### config.mk
export PLATFORM = sky130hd
export DESIGN_NAME = image_stream_reader
export DESIGN_NICKNAME = d
export VERILOG_FILES = /design/src/rtl/image_stream_reader.sv
export SDC_FILE = /design/constraint.sdc
export NUM_CORES = 1
export LEC_CHECK = 0
export ABC_AREA = 1
export CAP_MARGIN = 15
export CELL_PAD_IN_SITES_DETAIL_PLACEMENT = 0
export CELL_PAD_IN_SITES_GLOBAL_PLACEMENT = 1
export CORE_ASPECT_RATIO = 0.75
export CORE_MARGIN = 5
export CORE_UTILIZATION = 35
export DETAILED_ROUTE_END_ITERATION = 8
export PLACE_DENSITY = 0.73
export SYNTH_ARGS = -nofsm -noshare
export SYNTH_HDL_FRONTEND = slang
export SYNTH_SLANG_ARGS = --single-unit
### constraint.sdc
create_clock -name clk_i -period 5 [get_ports clk_i]
set_clock_uncertainty 0.2 [all_clocks]
set_input_delay 0.75 -clock clk_i [delete_from_list [all_inputs] [get_ports clk_i]]
set_output_delay 0.75 -clock clk_i [all_outputs]
set_load 0.05 [all_outputs]
### src/rtl/image_stream_reader.sv
// Streams one raster-order image frame out of a 1-cycle-latency BRAM onto a valid/ready pixel stream.
// A 2-deep skid FIFO plus an occupancy-gated read issue absorbs any backpressure without loss.
module image_stream_reader #(
    parameter int DATA_WIDTH = 8,
    parameter int ADDR_WIDTH = 18,
    parameter int IMG_WIDTH  = 512,
    parameter int IMG_HEIGHT = 512,
    parameter int BASE_ADDR  = 0
) (
    input  logic                  clk_i,
    input  logic                  rst_i,
    input  logic                  start_i,
    output logic                  busy_o,
    output logic                  done_o,
    output logic [ADDR_WIDTH-1:0] mem_addr_o,
    input  logic [DATA_WIDTH-1:0] mem_rd_data_i,
    output logic                  pix_valid_o,
    input  logic                  pix_ready_i,
    output logic [DATA_WIDTH-1:0] pix_data_o,
    output logic                  pix_eol_o,
    output logic                  pix_eof_o
);

    localparam int CW = (IMG_WIDTH  > 1) ? $clog2(IMG_WIDTH)  : 1;
    localparam int RW = (IMG_HEIGHT > 1) ? $clog2(IMG_HEIGHT) : 1;
    localparam logic [ADDR_WIDTH-1:0] BASE     = ADDR_WIDTH'(BASE_ADDR);
    localparam logic [CW-1:0]         COL_LAST = CW'(IMG_WIDTH - 1);
    localparam logic [RW-1:0]         ROW_LAST = RW'(IMG_HEIGHT - 1);

    typedef enum logic [1:0] {S_IDLE, S_RUN, S_DRAIN, S_DONE} state_t;

    typedef struct packed {
        logic [DATA_WIDTH-1:0] data;
        logic                  eol;
        logic                  eof;
    } pix_t;

    state_t                state_q;
    logic                  busy_q;
    logic                  done_q;
    logic [ADDR_WIDTH-1:0] addr_q;
    logic [CW-1:0]         col_q;
    logic [RW-1:0]         row_q;
    logic                  inflight_q;
    logic                  infl_eol_q;
    logic                  infl_eof_q;
    pix_t                  fifo_q [2];
    logic                  wr_ptr_q;
    logic                  rd_ptr_q;
    logic [1:0]            count_q;

    logic       pop;
    logic       push;
    logic [2:0] occupancy;
    logic       issue;
    logic       issue_eol;
    logic       issue_eof;
    pix_t       head;

    assign head      = fifo_q[rd_ptr_q];
    assign pop       = (count_q != 2'd0) & pix_ready_i;
    assign push      = inflight_q;
    // Count the read already in flight so the FIFO can never be asked to hold a third word.
    assign occupancy = 3'(count_q) + 3'(inflight_q) - 3'(pop);
    assign issue     = (state_q == S_RUN) && (occupancy < 3'd2);
    assign issue_eol = (col_q == COL_LAST);
    assign issue_eof = issue_eol && (row_q == ROW_LAST);

    always_ff @(posedge clk_i or posedge rst_i) begin
        if (rst_i) begin
            state_q <= S_IDLE;
            busy_q  <= 1'b0;
            done_q  <= 1'b0;
        end else begin
            done_q <= 1'b0;
            case (state_q)
                S_IDLE: begin
                    if (start_i) begin
                        state_q <= S_RUN;
                        busy_q  <= 1'b1;
                    end
                end
                S_RUN: begin
                    if (issue && issue_eof) state_q <= S_DRAIN;
                end
                S_DRAIN: begin
                    if (pop && head.eof) begin
                        state_q <= S_DONE;
                        done_q  <= 1'b1;
                    end
                end
                S_DONE: begin
                    state_q <= S_IDLE;
                    busy_q  <= 1'b0;
                end
                default: state_q <= S_IDLE;
            endcase
        end
    end

    // The final issue rewinds the address instead of stepping past the frame.
    always_ff @(posedge clk_i or posedge rst_i) begin
        if (rst_i) begin
            addr_q     <= BASE;
            col_q      <= '0;
            row_q      <= '0;
            inflight_q <= 1'b0;
            infl_eol_q <= 1'b0;
            infl_eof_q <= 1'b0;
        end else begin
            inflight_q <= issue;
            if (issue) begin
                infl_eol_q <= issue_eol;
                infl_eof_q <= issue_eof;
                if (issue_eof) begin
                    addr_q <= BASE;
                    col_q  <= '0;
                    row_q  <= '0;
                end else begin
                    addr_q <= addr_q + ADDR_WIDTH'(1);
                    if (issue_eol) begin
                        col_q <= '0;
                        row_q <= row_q + RW'(1);
                    end else begin
                        col_q <= col_q + CW'(1);
                    end
                end
            end
        end
    end

    always_ff @(posedge clk_i or posedge rst_i) begin
        if (rst_i) begin
            fifo_q[0] <= '0;
            fifo_q[1] <= '0;
            wr_ptr_q  <= 1'b0;
            rd_ptr_q  <= 1'b0;
            count_q   <= 2'd0;
        end else begin
            if (push) begin
                fifo_q[wr_ptr_q] <= '{data: mem_rd_data_i, eol: infl_eol_q, eof: infl_eof_q};
                wr_ptr_q         <= ~wr_ptr_q;
            end
            if (pop) rd_ptr_q <= ~rd_ptr_q;
            count_q <= count_q + 2'(push) - 2'(pop);
        end
    end

    assert property (@(posedge clk_i) disable iff (rst_i) !(push && !pop && count_q == 2'd2));

    assign busy_o      = busy_q;
    assign done_o      = done_q;
    assign mem_addr_o  = addr_q;
    assign pix_valid_o = (count_q != 2'd0);
    assign pix_data_o  = head.data;
    assign pix_eol_o   = pix_valid_o & head.eol;
    assign pix_eof_o   = pix_valid_o & head.eof;

endmodule

## Word level (Yosys, flattened, before mapping)

Index checks and enable logic that the tools add are counted.
W data, S select, Z words.

| word-level totals | value |
|---|---|
| output and inout port bits | 31 |
| register bits after elaboration | 67 |
| word-level logic and storage cells | 75 |
| input port bits | 12 |

| operators by class | value |
|---|---|
| bitwise gates (word level) | 7 |
| muxes and demuxes | 19 |
| add/subtract/negate cells | 7 |
| $lt $le $gt $ge | 4 |
| eq/ne operators | 8 |
| reductions and logical operators | 12 |

Operator list:

| cell | count |
|---|---|
| $mux W10 | 4 |
| $mux W9 | 4 |
| $bwmux W20 | 1 |
| $add A18 B1 Y18 const B | 1 |
| $add A9 B1 Y9 const B | 2 |
| $eq A9 B9 Y1 const B | 2 |
| $mux W18 | 1 |
| $demux W10 S1 | 1 |
| $pmux W2 S4 | 1 |
| $mux W2 | 3 |
| $reduce_bool A2 Y1 | 3 |
| $logic_and A1 B1 Y1 | 5 |
| $eq A2 B2 Y1 const B | 2 |
| $ge A2 B2 Y1 const B | 2 |
| $ne A2 B2 Y1 const B | 2 |
| $not A1 Y2 | 2 |
| $reduce_and A2 Y1 | 2 |
| $add A2 B1 Y3 | 1 |
| $and A1 B1 Y1 | 3 |
| $lt A3 B2 Y1 const B | 1 |
| $mux W1 | 3 |
| $reduce_and A3 Y1 | 1 |
| $sub A3 B1 Y3 | 1 |
| $add A2 B1 Y2 | 1 |
| 7 further kinds | 8 |

## Longest topological paths before layout

Gate-level depths: netlist of run 1.

| depth | value |
|---|---|
| word-level depth | 8 |
| mapped depth | 14 |
| gate-level depth less buffers | 14 |

## Least setup slack after synthesis of run 1

No wires, ideal clock.

| timing | value |
|---|---|
| kind | input-to-reg |
| start point | input port pix_ready_i |
| end point | register col_q[5] |
| setup time | 120 ps |
| arrival | 2615 ps |
| path buffers | 1 |
| setup slack | 2065 ps |
| cell stages on the path | 13 |
| required time | 4680 ps |
| cell sequence | inv_1 -> nor2_1 -> ha_1 -> inv_1 -> ha_1 -> fa_1 -> nor2_8 -> nand3_4 -> buf_6 -> nor2_4 -> inv_2 -> o21ai_0 -> nor2_1 |

| on the way | value |
|---|---|
| cells in the longest elaborated chain, start to end | 4 |

RTL lines:

| item | RTL line | source |
|---|---|---|
| start: declaration | 18 | `input logic pix_ready_i,` |
| $and A1 B1 Y1 | 61 | `assign pop = (count_q != 2'd0) & pix_ready_i;` |
| net pop | 52 | `logic pop;` |
| $sub A3 B1 Y3 | 64 | `assign occupancy = 3'(count_q) + 3'(inflight_q) - 3'(pop);` |
| net occupancy[1] | 54 | `logic [2:0] occupancy;` |
| $lt A3 B2 Y1 | 65 | `assign issue = (state_q == S_RUN) && (occupancy < 3'd2);` |
| $logic_and A1 B1 Y1 | 65 |  |
| end signal: assignment | 125 | `col_q <= col_q + CW'(1);` |
| end: declaration | 42 | `logic [CW-1:0] col_q;` |

The timed path passes the listed nets, and every way through them passes these cells.
A chain may end at the register's enable or synchronous reset.

## Worst setup path after layout of run 1

| timing | value |
|---|---|
| start point | input port pix_ready_i |
| end point | register state_q[1] |

| on the way | value |
|---|---|
| cells in the longest elaborated chain, start to end | 7 |
| elaborated cells on any way between the ends | 9 |
| classes of those cells | add/sub: 1; order compare: 1; eq/ne: 2; bitwise: 1; reduce/logical: 4 |

RTL lines:

| item | RTL line | source |
|---|---|---|
| $and A1 B1 Y1 | 61 |  |
| net pop | 52 |  |
| $sub A3 B1 Y3 | 64 |  |
| net occupancy[1] | 54 |  |
| $lt A3 B2 Y1 | 65 |  |
| $logic_and A1 B1 Y1 | 65 |  |
| $logic_and A1 B1 Y1 | 84 | `if (issue && issue_eof) state_q <= S_DRAIN;` |
| $ne A2 B1 Y1 (no line) | - |  |
| $reduce_and A3 Y1 (no line) | - |  |
| end signal: assignment | 71 | `state_q <= S_IDLE;` |
| end signal: assignment | 84 |  |
| end signal: assignment | 88 | `state_q <= S_DONE;` |
| end: declaration | 38 | `state_t state_q;` |

The timed path passes the listed nets, and every way through them passes these cells.

==> run_results.csv, run 1 <==
group,metric,value,unit
sta,slew_headroom,57.43,%
yosys,syn-instance-count,446,
worst_setup_path,r2r-end,"state_q[1]$_DFFE_PP0P_",
drt,ant_nets,0,
final_layout,drive_above_1_share,8.853,%
min_path,hold_end,"fifo_q[5]$_DFFE_PP0P_",
sta,tightest_slew,638.6,ps
yosys,synth_top_cell_by_area,"dfrtp_1",
power,power.leakage,2.280,nW
sta,rsz0062_at_grt,"false",
cts,clkLatencyLatePin,330,ps
yosys,synth_fp_nets,471,
sta,fin_crit,3625,ps
cts,cts_setup_buffers,0,
yosys,yosys.cell_types.count,34,
yosys,ys_seq_elements,67,
die,die_height,96.96,microns
final_layout,area_growth,23.76,%
yosys,syn_area,3528,sq um
sta,finalMaxSlewViolations,0,
drt,drtIter0Drc,201,
worst_setup_path,criticalPathCategory,"input pin to flop",
power,peakVddDrop,0.2595,mV
sta,fin_tns_setup,0,ps
run,cap_violations,0,
place,placed_cells,613,
worst_setup_path,cp_max_fo,11,
yosys,syn_avg_cell_area,7.911,sq um
worst_setup_path,r2r_start,"count_q[1]$_DFF_PP0_",
cts,path_clk_slew,60,ps
final_layout,fin_util,44.85,%
die,ioPinCount,43,
grt,grt_antenna_before_repair,0,
sta,fin_crit_sh,72.51,%
yosys,yosysSeqAreaShare,47.52,%
drt,firstDrtPassIters,5,
worst_setup_path,arrival,3640,ps
power,finalPower,2.671,mW
worst_setup_path,timing.critical_path.to_type,"flop",
min_path,min-delay-start,"fifo_q[5]$_DFFE_PP0P_",
cts,cts-resized-gates,0,
yosys,synth_area_leaders,"dfrtp_1, nand2_1, inv_1, o21ai_0, ha_1",
cts,max-clock-path-buffers,2,
worst_setup_path,reg2regPathDepth,13,
final_layout,fin_cells,629,
place,io_buffers,42,
die,rows,31,
grt,grt_max_degree,50,
min_path,hp-class,"flop to flop",
yosys,ys_warn_count,0,
grt,grt_pass1_vias,2848,
drt,wirelength,7824,microns
cts,cts-htree-levels,3,
drt,via_per_inst,4.649,
run_status,status,"completed",
sta,hold_viol_final,0,
drt,vias,2924,
die,die_area,12210,sq um
yosys,synth_top_area_share,47.52,%
worst_setup_path,startpoint_type,"input pin",
worst_setup_path,r2r_slack,1600,ps
grt,grt_pass1_wl,13930,microns
grt,grt.total_usage,13.72,%
cts,postCtsHoldBufs,0,
worst_setup_path,required,5010,ps
die,fp.dieW,125.9,microns
die,start_util,36.24,%
drt,wl_per_cell,12.44,microns
min_path,hold_depth,2,
drt,drc,0,
place,place_congestion,0.8115,
cts,cts_tree,"built",
cts,cts_made_buffers,9,
power,power_density,611.6,nW/um^2
cts,cts_sinks,67,
final_layout,antenna_cells,0,
cts,clock-root-buffer,"clkbuf_16",
place,hpwl,5598,microns
grt,grt_overflow,0,
sta,setup_violations,0,
sta,timing.fmax,275.8,MHz
final_layout,nets,517,
die,core_area,9736,sq um
[worst max path at each step]
stage                                         to         from  depth (start not counted)  slack [ps]
after floorplan             col_q[5]$_DFFE_PP0P_  pix_ready_i                         13        2070
after global placement    state_q[1]$_DFFE_PP0P_  pix_ready_i                         14        1090
after detailed placement    row_q[3]$_DFFE_PP0P_  pix_ready_i                         14        1020
after CTS                   row_q[3]$_DFFE_PP0P_  pix_ready_i                         14        1370
after global routing        row_q[3]$_DFFE_PP0P_  pix_ready_i                         14        1060
final                     state_q[1]$_DFFE_PP0P_  pix_ready_i                         14        1370
[where the power goes]
| group | switching (mW) | internal, mW |
|---|---|---|
| logic | 0.806 | 0.383 |
| registers | 0.139 | 0.715 |
| clock network | 0.231 | 0.397 |
[cell type report]
cell class              instances  area (sq um)
fillers                       964          5369
flip-flops and latches         67          1677
multi-input cells             295          1509
repair buffers                 45         442.9
inverters                      74         277.8
clock buffers                  11         242.7
well taps                     132         165.2
clock inverters                 5         52.55
[stage by stage]
stage | cell area, sq um | hold slack (ps) | worst slack, ps
3_3_place_gp | 4071 | 268.1 | 1086
2_1_floorplan | 3528 | 252.9 | 2065
3_5_place_dp | 4071 | 272.9 | 1020
5_1_grt | 4367 | 311.8 | 1058
4_1_cts | 4367 | 287.0 | 1369
6_report | 4367 | 283.5 | 1375
[placed cells by master (no fill, tap or decap), types with 2 or more instances in the layout]
cell | Yosys | final
nand2_1 | 127 | 127
inv_1 | 69 | 68
dfrtp_1 | 67 | 67
clkdlybuf4s50_1 | 0 | 42
o21ai_0 | 35 | 35
nor2_1 | 29 | 29
nand3_1 | 24 | 24
a21oi_1 | 20 | 20
ha_1 | 12 | 12
nor3_1 | 10 | 10
clkbuf_16 | 0 | 9
nand4_1 | 8 | 8
inv_2 | 4 | 5
nand2_2 | 5 | 5
nor2_2 | 4 | 4
nor2_4 | 4 | 4
a21oi_2 | 3 | 3
clkinv_2 | 0 | 3
buf_4 | 1 | 3
nor2_8 | 2 | 2
[state kept, by name, indices dropped and copies added, names as in the netlist]
name / cells
fifo_q: 20
mem_addr_o: 18
state_q: 2
done_o: 1
infl_eol_q: 1
row_q: 9
busy_o: 1
infl_eof_q: 1
inflight_q: 1
col_q: 9
count_q: 2
wr_ptr_q: 1
rd_ptr_q: 1
[metal layers]
layer,up-vias,GRT usage [%],share of wire (%)
met5,-,0,0
li1,1497,-,-
met1,1360,19.28,50
met4,0,4.699,1.5
met3,12,4.075,4.1
met2,55,20.07,45
[cells by family after synthesis]
family | synth area share (%)
AOI/OAI and AO/OA | 9.327
xor gates and xnor gates | 0.2483
adders and majority gates | 4.823
buffers and inverters | 9.716
DFF | 47.52
and+or+nand+nor | 28.37
[Yosys cell counts]
cell,n
o21ai_1,1
nand3_2,1
ha_1,12
nand3_1,24
fa_1,1
inv_2,4
o21ai_0,35
nor3_1,10
a21oi_1,20
nor2_8,2
nand3_4,1
nand2_1,127
clkinv_1,1
nor2_1,29
xor2_1,1
nand4_1,8
nor4_1,1
a21oi_2,3
buf_1,1
buf_4,1
a22oi_1,1
nand2_2,5
and3_1,1
buf_6,3
nor2_4,4
inv_1,69
nor2_2,4
buf_2,1
nor3b_1,1
clkbuf_1,4
or2_2,1
o21bai_1,1
o21a_1,1
dfrtp_1,67
[worst max-delay path: stages]
cell	delay (ps)
clkdlybuf4s50_1	460
inv_1	40
nor2_1	210
ha_1	270
inv_1	60
ha_1	160
fa_1	500
nor2_8	160
nand4_1	410
buf_4	330
nand2_1	80
nand3_1	80
nand2_1	60
nand2_1	60
Power figures use the tool's default switching activity.
==> inputs of run 2 (changes only) <==
Settings changed: PLACE_DENSITY 0.73 to 0.76.
Clock period 5 ns to 3.26 ns, I/O delays scaled along.
==> run_results.csv, run 2 (synthesis gave the netlist of run 1 again) <==
group,metric,value,unit
run_status,status,"completed",
cts,cts_made_buffers,9,
final_layout,final_cell_mix,"nand2_1, inv_1, dfrtp_1",
die,die_height,96.96,microns
worst_setup_path,arrival,2970,ps
min_path,hold_end,"fifo_q[1]$_DFFE_PP0P_",
place,hpwl,5306,microns
final_layout,fin_cells,640,
min_path,min-delay-start,"fifo_q[1]$_DFFE_PP0P_",
drt,wirelength,7312,microns
sta,rsz0062_at_grt,"false",
sta,fin_crit_sh,90.50,%
sta,fin_crit,2950,ps
cts,path_clk_slew,60,ps
die,rows,31,
min_path,hold_depth,2,
worst_setup_path,cp_max_fo,13,
grt,grt_max_degree,39,
worst_setup_path,startpoint_type,"input pin",
sta,finalMaxSlewViolations,0,
min_path,hp-class,"flop to flop",
sta,setup_violations,0,
drt,ant_nets,0,
cts,postCtsHoldBufs,0,
cts,clkLatencyLatePin,330,ps
sta,fin_tns_setup,0,ps
cts,cts-resized-gates,0,
drt,drtIter0Drc,162,
worst_setup_path,r2r-end,"row_q[4]$_DFFE_PP0P_",
sta,slew_headroom,56.21,%
grt,grt_pass1_vias,2855,
worst_setup_path,required,3280,ps
worst_setup_path,reg2regPathDepth,13,
sta,timing.fmax,339.0,MHz
place,place_congestion,0.7933,
cts,cts_setup_buffers,0,
power,peakVddDrop,0.3887,mV
final_layout,fillers,942,
final_layout,final_common_cell,"nand2_1",
grt,grt.total_usage,12.80,%
drt,firstDrtPassIters,5,
final_layout,drive_above_1_share,11.02,%
worst_setup_path,r2r_slack,430,ps
power,power.leakage,2.344,nW
sta,fin_ws,309.7,ps
drt,via_per_inst,4.542,
cts,max-clock-path-buffers,2,
power,power_density,924.8,nW/um^2
die,core_area,9736,sq um
grt,grt_overflow,0,
place,io_buffers,42,
worst_setup_path,timing.critical_path.to_type,"flop",
cts,cts_sinks,67,
final_layout,area_growth,27.48,%
die,start_util,36.24,%
final_layout,largest-register,"fifo_q",
die,die_area,12210,sq um
drt,wl_per_cell,11.43,microns
die,ioPinCount,43,
cts,cts-htree-levels,3,
die,fp.dieW,125.9,microns
drt,vias,2907,
grt,grt_antenna_before_repair,0,
sta,tightest_slew,655.9,ps
worst_setup_path,criticalPathCategory,"input pin to flop",
grt,grt_pass1_wl,13050,microns
place,placed_cells,624,
place,dp_worst_setup_slack,-29.93,ps
run,cap_violations,0,
drt,drc,0,
worst_setup_path,r2r_start,"count_q[1]$_DFF_PP0_",
final_layout,nets,528,
sta,hold_viol_final,0,
power,finalPower,4.160,mW
final_layout,antenna_cells,0,
final_layout,largest_reg_flops,20,
cts,clock-root-buffer,"clkbuf_16",
cts,cts_tree,"built",
## run 2: changes by cell type in the layout (fill, tap and decap cells not counted), sizes merged
cell	delta
clkbuf	-2
clkinv	-2
inv	+4
buf	+11
## run 2: worst max-delay path by stage
stage / from / endpoint / slack [ps] / depth (start not counted)
after global placement: pix_ready_i / state_q[1]$_DFFE_PP0P_ / -2 / 14
final: pix_ready_i / row_q[4]$_DFFE_PP0P_ / 310 / 14
after floorplan: count_q[1]$_DFF_PP0_ / col_q[5]$_DFFE_PP0P_ / 550 / 13
after detailed placement: pix_ready_i / row_q[4]$_DFFE_PP0P_ / -30 / 14
after CTS: pix_ready_i / row_q[4]$_DFFE_PP0P_ / 300 / 14
after global routing: pix_ready_i / row_q[4]$_DFFE_PP0P_ / 110 / 14
## run 2: final cells by class
class | instances | area (sq um) | area share [%]
clock buffers | 9 | 225.2 | 5.007
clock inverters | 7 | 81.33 | 1.808
inverters | 74 | 277.8 | 6.175
multi-input cells | 295 | 1509 | 33.55
flip-flops and latches | 67 | 1677 | 37.27
well taps | 132 | 165.2 | 3.672
repair buffers | 56 | 563.0 | 12.52
## run 2: power by group
| part | internal [mW] | switching, mW |
|---|---|---|
| sequential | 1.10 | 0.198 |
| combinational | 0.635 | 1.24 |
| clock | 0.603 | 0.385 |
| total | 2.33 | 1.83 |
## run 2: worst max-delay path, cell delays in order
cell,delay [ps]
clkdlybuf4s50_1,470
inv_1,40
nor2_1,140
ha_1,240
inv_1,50
ha_1,140
fa_1,500
nor2_8,170
nand3_4,200
nor2_4,170
buf_12,140
nand2_1,70
nor2_1,90
nor2_1,50
## run 2: metrics by stage
step	area, sq um	utilization [%]	hold slack [ps]
2_1_floorplan	3528	-	252.9
3_3_place_gp	4192	43.05	267.5
3_5_place_dp	4192	43.05	273.8
4_1_cts	4498	46.20	288.4
5_1_grt	4498	46.20	305.7
6_report	4498	46.20	286.9
## run 2: per-layer routing
layer / wire, microns / GRT usage (%) / vias up / part of all wire, %
met1: 3732 / 17.01 / 1341 / 51
met2: 3206 / 19.98 / 40 / 44
met5: 0 / 0 / - / 0
li1: - / - / 1517 / -
met3: 288 / 4.295 / 9 / 3.9
met4: 85 / 3.462 / 0 / 1.2
==> inputs of run 3 (changes only) <==
Settings changed: CAP_MARGIN 15 to 25.
==> results of run 3 <==
No change in the layout: final DEF, timing and power equal those of run 2.
